<file path="config.mk">
export PLATFORM = sky130hd
export DESIGN_NAME = axi_lite_mem_responder
export DESIGN_NICKNAME = d
export VERILOG_FILES = /design/src/rtl/axi_lite_mem_responder.sv
export SDC_FILE = /design/constraint.sdc
export NUM_CORES = 2
export LEC_CHECK = 0
export CAP_MARGIN = 20
export CELL_PAD_IN_SITES_DETAIL_PLACEMENT = 1
export CELL_PAD_IN_SITES_GLOBAL_PLACEMENT = 1
export CORE_MARGIN = 2
export CORE_UTILIZATION = 24
export CTS_BUF_LIST = sky130_fd_sc_hd__clkbuf_16
export DETAILED_ROUTE_END_ITERATION = 8
export MAX_ROUTING_LAYER = met4
export PLACE_DENSITY_LB_ADDON = 0.1
export SYNTH_ARGS = -nofsm -noshare
export SYNTH_HDL_FRONTEND = slang
export SYNTH_SLANG_ARGS = --single-unit
</file>
<file path="constraint.sdc">
create_clock -name clk_i -period 4 [get_ports clk_i]
set_clock_uncertainty 0.1 [all_clocks]
set_input_delay 0.8 -clock clk_i [delete_from_list [all_inputs] [get_ports clk_i]]
set_output_delay 0.8 -clock clk_i [all_outputs]
set_load 0.03 [all_outputs]
</file>
<file path="src/rtl/axi_lite_mem_responder.sv">
// AXI4-Lite subordinate backed by a single-port word array.
// Handshake rule: a transfer happens on a rising edge where valid && ready;
// valids come only from registered state, and readies come only from state,
// so neither depends combinationally on the opposite channel's signal.
// A write commit owns the array port for one cycle and holds off AR then.
module axi_lite_mem_responder #(
  parameter int                    ADDR_WIDTH = 32,
  parameter int                    DATA_WIDTH = 32,
  parameter logic [ADDR_WIDTH-1:0] MEM_BASE   = 'h1000,
  parameter int                    MEM_WORDS  = 128
) (
  input  logic                    clk_i,
  input  logic                    rst_i,
  input  logic [ADDR_WIDTH-1:0]   s_awaddr_i,
  input  logic                    s_awvalid_i,
  output logic                    s_awready_o,
  input  logic [DATA_WIDTH-1:0]   s_wdata_i,
  input  logic [DATA_WIDTH/8-1:0] s_wstrb_i,
  input  logic                    s_wvalid_i,
  output logic                    s_wready_o,
  output logic [1:0]              s_bresp_o,
  output logic                    s_bvalid_o,
  input  logic                    s_bready_i,
  input  logic [ADDR_WIDTH-1:0]   s_araddr_i,
  input  logic                    s_arvalid_i,
  output logic                    s_arready_o,
  output logic [DATA_WIDTH-1:0]   s_rdata_o,
  output logic [1:0]              s_rresp_o,
  output logic                    s_rvalid_o,
  input  logic                    s_rready_i,
  output logic                    dbg_r_state_o,
  output logic [1:0]              dbg_w_state_o
);

  localparam int STRB_W = DATA_WIDTH / 8;
  localparam int LSB    = $clog2(STRB_W);
  localparam int IDX_W  = (MEM_WORDS > 1) ? $clog2(MEM_WORDS) : 1;

  localparam logic [1:0] RESP_OKAY   = 2'b00;
  localparam logic [1:0] RESP_SLVERR = 2'b10;

  typedef enum logic {R_IDLE, R_RESP} r_state_t;
  typedef enum logic [1:0] {W_IDLE, W_COMMIT, W_RESP} w_state_t;

  r_state_t r_state, r_state_nx;
  w_state_t w_state, w_state_nx;

  logic [ADDR_WIDTH-1:0] aw_addr_q;
  logic                  aw_got;
  logic [DATA_WIDTH-1:0] wdata_q;
  logic [STRB_W-1:0]     wstrb_q;
  logic                  w_got;
  logic [1:0]            bresp_q;
  logic [1:0]            rresp_q;
  logic [DATA_WIDTH-1:0] rdata_q;
  logic                  aw_hs, w_hs, ar_hs, write_commit;

  logic [DATA_WIDTH-1:0] mem [MEM_WORDS];

  // True when the byte address falls inside the backed window.
  function automatic logic in_window(input logic [ADDR_WIDTH-1:0] a);
    logic [ADDR_WIDTH-1:0] off;
    off = (a - MEM_BASE) >> LSB;
    return (a >= MEM_BASE) && (off < ADDR_WIDTH'(MEM_WORDS));
  endfunction

  // Word index of an in-window address; byte-offset bits are dropped.
  function automatic logic [IDX_W-1:0] word_idx(input logic [ADDR_WIDTH-1:0] a);
    logic [ADDR_WIDTH-1:0] off;
    off = (a - MEM_BASE) >> LSB;
    return off[IDX_W-1:0];
  endfunction

  assign write_commit = (w_state == W_COMMIT);
  assign s_awready_o  = (w_state == W_IDLE) && !aw_got;
  assign s_wready_o   = (w_state == W_IDLE) && !w_got;
  assign s_arready_o  = (r_state == R_IDLE) && !write_commit;
  assign s_bvalid_o   = (w_state == W_RESP);
  assign s_rvalid_o   = (r_state == R_RESP);
  assign s_bresp_o    = bresp_q;
  assign s_rresp_o    = rresp_q;
  assign s_rdata_o    = rdata_q;

  assign aw_hs = s_awvalid_i && s_awready_o;
  assign w_hs  = s_wvalid_i && s_wready_o;
  assign ar_hs = s_arvalid_i && s_arready_o;

  assign dbg_r_state_o = r_state;
  assign dbg_w_state_o = w_state;

  // Read next-state: one response outstanding at a time.
  always_comb begin
    r_state_nx = r_state;
    case (r_state)
      R_IDLE:  if (ar_hs) r_state_nx = R_RESP;
      R_RESP:  if (s_rready_i) r_state_nx = R_IDLE;
      default: r_state_nx = R_IDLE;
    endcase
  end

  // Read state, captured read data and response.
  always_ff @(posedge clk_i or posedge rst_i) begin
    if (rst_i) begin
      r_state <= R_IDLE;
      rdata_q <= '0;
      rresp_q <= RESP_OKAY;
    end else begin
      r_state <= r_state_nx;
      if (ar_hs) begin
        if (in_window(s_araddr_i)) begin
          rdata_q <= mem[word_idx(s_araddr_i)];
          rresp_q <= RESP_OKAY;
        end else begin
          rdata_q <= '0;
          rresp_q <= RESP_SLVERR;
        end
      end
    end
  end

  // Write next-state: commit once both address and data are held.
  always_comb begin
    w_state_nx = w_state;
    case (w_state)
      W_IDLE:   if ((aw_got || aw_hs) && (w_got || w_hs)) w_state_nx = W_COMMIT;
      W_COMMIT: w_state_nx = W_RESP;
      W_RESP:   if (s_bready_i) w_state_nx = W_IDLE;
      default:  w_state_nx = W_IDLE;
    endcase
  end

  // Write state, independent AW/W capture and write response.
  always_ff @(posedge clk_i or posedge rst_i) begin
    if (rst_i) begin
      w_state   <= W_IDLE;
      aw_addr_q <= '0;
      aw_got    <= 1'b0;
      wdata_q   <= '0;
      wstrb_q   <= '0;
      w_got     <= 1'b0;
      bresp_q   <= RESP_OKAY;
    end else begin
      w_state <= w_state_nx;
      if (aw_hs) begin
        aw_addr_q <= s_awaddr_i;
        aw_got    <= 1'b1;
      end
      if (w_hs) begin
        wdata_q <= s_wdata_i;
        wstrb_q <= s_wstrb_i;
        w_got   <= 1'b1;
      end
      if (write_commit) begin
        bresp_q <= in_window(aw_addr_q) ? RESP_OKAY : RESP_SLVERR;
      end
      if ((w_state == W_RESP) && s_bready_i) begin
        aw_got <= 1'b0;
        w_got  <= 1'b0;
      end
    end
  end

  // Array write port: byte lanes during the commit cycle; contents never reset.
  always_ff @(posedge clk_i) begin
    if (write_commit && in_window(aw_addr_q)) begin
      for (int b = 0; b < STRB_W; b++) begin
        if (wstrb_q[b]) mem[word_idx(aw_addr_q)][8*b +: 8] <= wdata_q[8*b +: 8];
      end
    end
  end

endmodule

</file>
==> impl_metrics.yaml <==
status:
  status: "finished, final reports clean"
drt:
  routed-via-count: 85582
  drtIter0Drc: 8019
  wl_um: 625000
  route.detailed.drc: 0
  wl_per_cell_um: 33.5
  drt_first_pass_iters: 7
  postRouteAntennaNets: 0
  route.detailed.vias_per_inst: 4.59
synthesis:
  yosysTopAreaCellShare_pct: 74.5
  syn_inst: 7702
  yosysUniqueCellTypes: 86
  ys_seq_area_share_pct: 76.1
  syn_area_um2: 165000
  synthTopCellsByArea: "edfxtp_1 (75%), mux4_2 (12%), mux2i_1 (2.2%), dfrtp_1 (1.6%), mux4_1 (1.6%)"
  synth-edff-count: 4096
  syn_area_per_cell_um2: 21.4
  synth_top_area_cell: "edfxtp_1"
  async_flop_share_pct: 2.50
  synthFlopType: "edfxtp_1"
  ys_warn_count: 0
  synth_seq_cells: 4201
floorplan:
  rows: 304
  dieHeight_um: 833
  ios: 151
  die-area_um2: 694000
  fp.dieW_um: 833
  start_util_pct: 24.1
  coreArea_um2: 685000
worst_setup_path:
  reg2regPathDepth: 4
  crit_fanout: 9
  critPathBufInv: 1
  r2r-start: "aw_addr_q[3]"
  required_ns: 4.55
  critPathCaptureType: "flop"
  cp_top_family: "simple AND/OR/NAND/NOR gates"
  arrival_ns: 4.37
  startpoint_type: "flop"
  timing.rr.end: "mem[122][15]"
  critical-path-slowest-cell: "nor2_1"
  cp_slowest_stage_delay_ns: 1.04
  r2r_setup_slack_ns: 0.18
  crit_type: "flop to flop"
  crit_chain: "nor3b_2, buf_4, nand2_1, nor2_1"
global_routing:
  grt_max_degree: 129
  grtUsageTotal_pct: 18.2
  gr-total-overflow: 0
  grtUsageMet1_pct: 25.5
  grt_antenna_before_repair: 70
  grt_pass1_wl_um: 841000
  met3_usage_pct: 2.26
  use_met2_pct: 28.9
  grt_pass1_vias: 90724
  top_usage_layer: "met2"
cts:
  clk_pin_slew_ns: 0.06
  htree_num_levels: 5
  tritoncts: "yes"
  cts_made_buffers: 473
  holdBufCountCts: 0
  clockBufferDepth: 4
  clock-sinks: 4201
  insertion_delay_ns: 1.07
  clockRootBuffer: "clkbuf_16"
place:
  place_hpwl_um: 440000
  placed_cells: 17736
  gp_congestion: 0.794
  portBuffers: 144
  dpl_cell_area_um2: 185000
power_and_ir_drop:
  cellPowerDensity_nw_per_um2: 568
  ir_worst_vdd_v: 0.000396
  power_w: 0.114
  leakage_nw: 64.0
sta:
  fmax_ghz: 0.262
  post-route-period-util_pct: 95.6
  setup_viol: 0
  tightest_slew_ns: 1.19
  rsz0062_at_grt: "no"
  slew_violations: 0
  tns_ns: 0
  final_hold_viol_count: 0
  slew_headroom_pct: 20.3
  holdWs_ns: 0.129
  finalCriticalPeriod_ns: 3.82
layout:
  layout-drive-gt1-share_pct: 30.6
  layout_common_cells: "edfxtp_1 (4096), buf_4 (1020), mux4_2 (861), nor2_1 (595), clkbuf_16 (478)"
  nets: 9152
  layout.cells.non_filler: 18651
  syn_to_final_growth_pct: 21.2
  final_common_cell: "edfxtp_1"
  stdcell_area_um2: 200000
worst_hold_path:
  min_path_type: "input pin to asynchronous set/reset pin"
flow_run:
  cap_violations: 0
==> state kept, by name, summed over array words and instances (netlist names) <==
| signal | flops |
|---|---|
| aw_addr_q | 30 |
| aw_got | 1 |
| dbg_r_state_o | 1 |
| dbg_w_state_o | 2 |
| mem | 4096 |
| s_bresp_o | 1 |
| s_rdata_o | 32 |
| s_rresp_o | 1 |
| w_got | 1 |
| wdata_q | 32 |
| wstrb_q | 4 |
==> cell families (layout without fill, tap and decap cells) <==
group	count (synthesis)	in the layout	synth area share, %
muxes	1403	1403	16.1
other	1	18	0.00227
AOI/OAI and AO/OA	583	583	2.70
DFF	4201	4201	76.1
xor gates and xnor gates	1	1	0.00531
buffers and inverters	472	2224	2.44
and+or+nand+nor	1041	1041	2.63
==> synth_stat cells, types with 6 or more instances <==
master        n
mux4_2      861
mux2_2       81
buf_6        35
nor2_1      611
buf_12       44
nor2b_1      12
buf_1        22
or2_2         7
mux4_1      100
nand2_1     218
a221oi_2      9
nor4_1       14
o2111ai_1    11
o21ai_0      69
nand2b_1     23
a22o_1       13
o31ai_1       9
a211oi_1      9
a22oi_1      93
a221o_1      25
edfxtp_1   4096
a21oi_1      51
inv_1        10
nor3_1       57
a32o_1       16
nand3_1      54
clkbuf_1    149
o21ai_1      22
o221ai_1     12
clkbuf_8     55
o211ai_1     11
dfrtp_1     105
a31oi_1      13
a32oi_1      13
or3_1         6
buf_4        22
a221oi_1    125
o22ai_1      38
mux2i_1     361
buf_2        84
buf_8        44
==> where the power goes <==
group	internal [W]	switching [W]	total, W
combinational	0.00330	0.00929	0.0126
clock	0.0239	0.0183	0.0422
sequential	0.0552	0.00349	0.0587
==> through the flow <==
step	utilization, %	worst slack [ns]
floorplan	-	0.339
global placement	27.0	-1.03
detailed placement	27.0	-0.541
CTS	29.2	0.0345
global route	29.2	0.00322
finish	29.2	0.178
==> layout make-up <==
type | count | area [um2]
Fill cell | 69256 | 485000
Sequential cell | 4201 | 126000
Multi-Input combinational cell | 3030 | 35600
Timing Repair Buffer | 1329 | 12200
Clock buffer | 478 | 12000
Tap cell | 9180 | 11500
Clock inverter | 407 | 2840
Inverter | 10 | 57.6
Antenna cell | 16 | 40.0
==> how the worst max path moves through the flow <==
stage | startpoint | to | slack [ns] | depth (start not counted)
2_1_floorplan | rst_i | aw_addr_q[10] | 0.34 | 1
3_3_place_gp | s_araddr_i[8] | s_rdata_o[27] | -1.03 | 9
3_5_place_dp | s_araddr_i[8] | s_rdata_o[27] | -0.54 | 9
4_1_cts | aw_addr_q[17] | mem[101][22] | 0.03 | 8
5_1_grt | aw_addr_q[17] | mem[32][27] | 0.003 | 8
6_report | aw_addr_q[3] | mem[122][15] | 0.18 | 4
==> timing repair <==
item / CTS / global route
resized for setup: 1 / 6
setup buffers: 0 / 0
hold endpoints to repair: 0 / 0
endpoints found under the setup margin: 1 / 46
==> per-layer routing <==
layer  routed length, um  vias up
met1              292000    47920
met3               28000      619
li1                    -    35024
met5                   0        -
met4               10500        0
met2              295000     2019
Note: power is estimated with default switching activity, not from simulation.
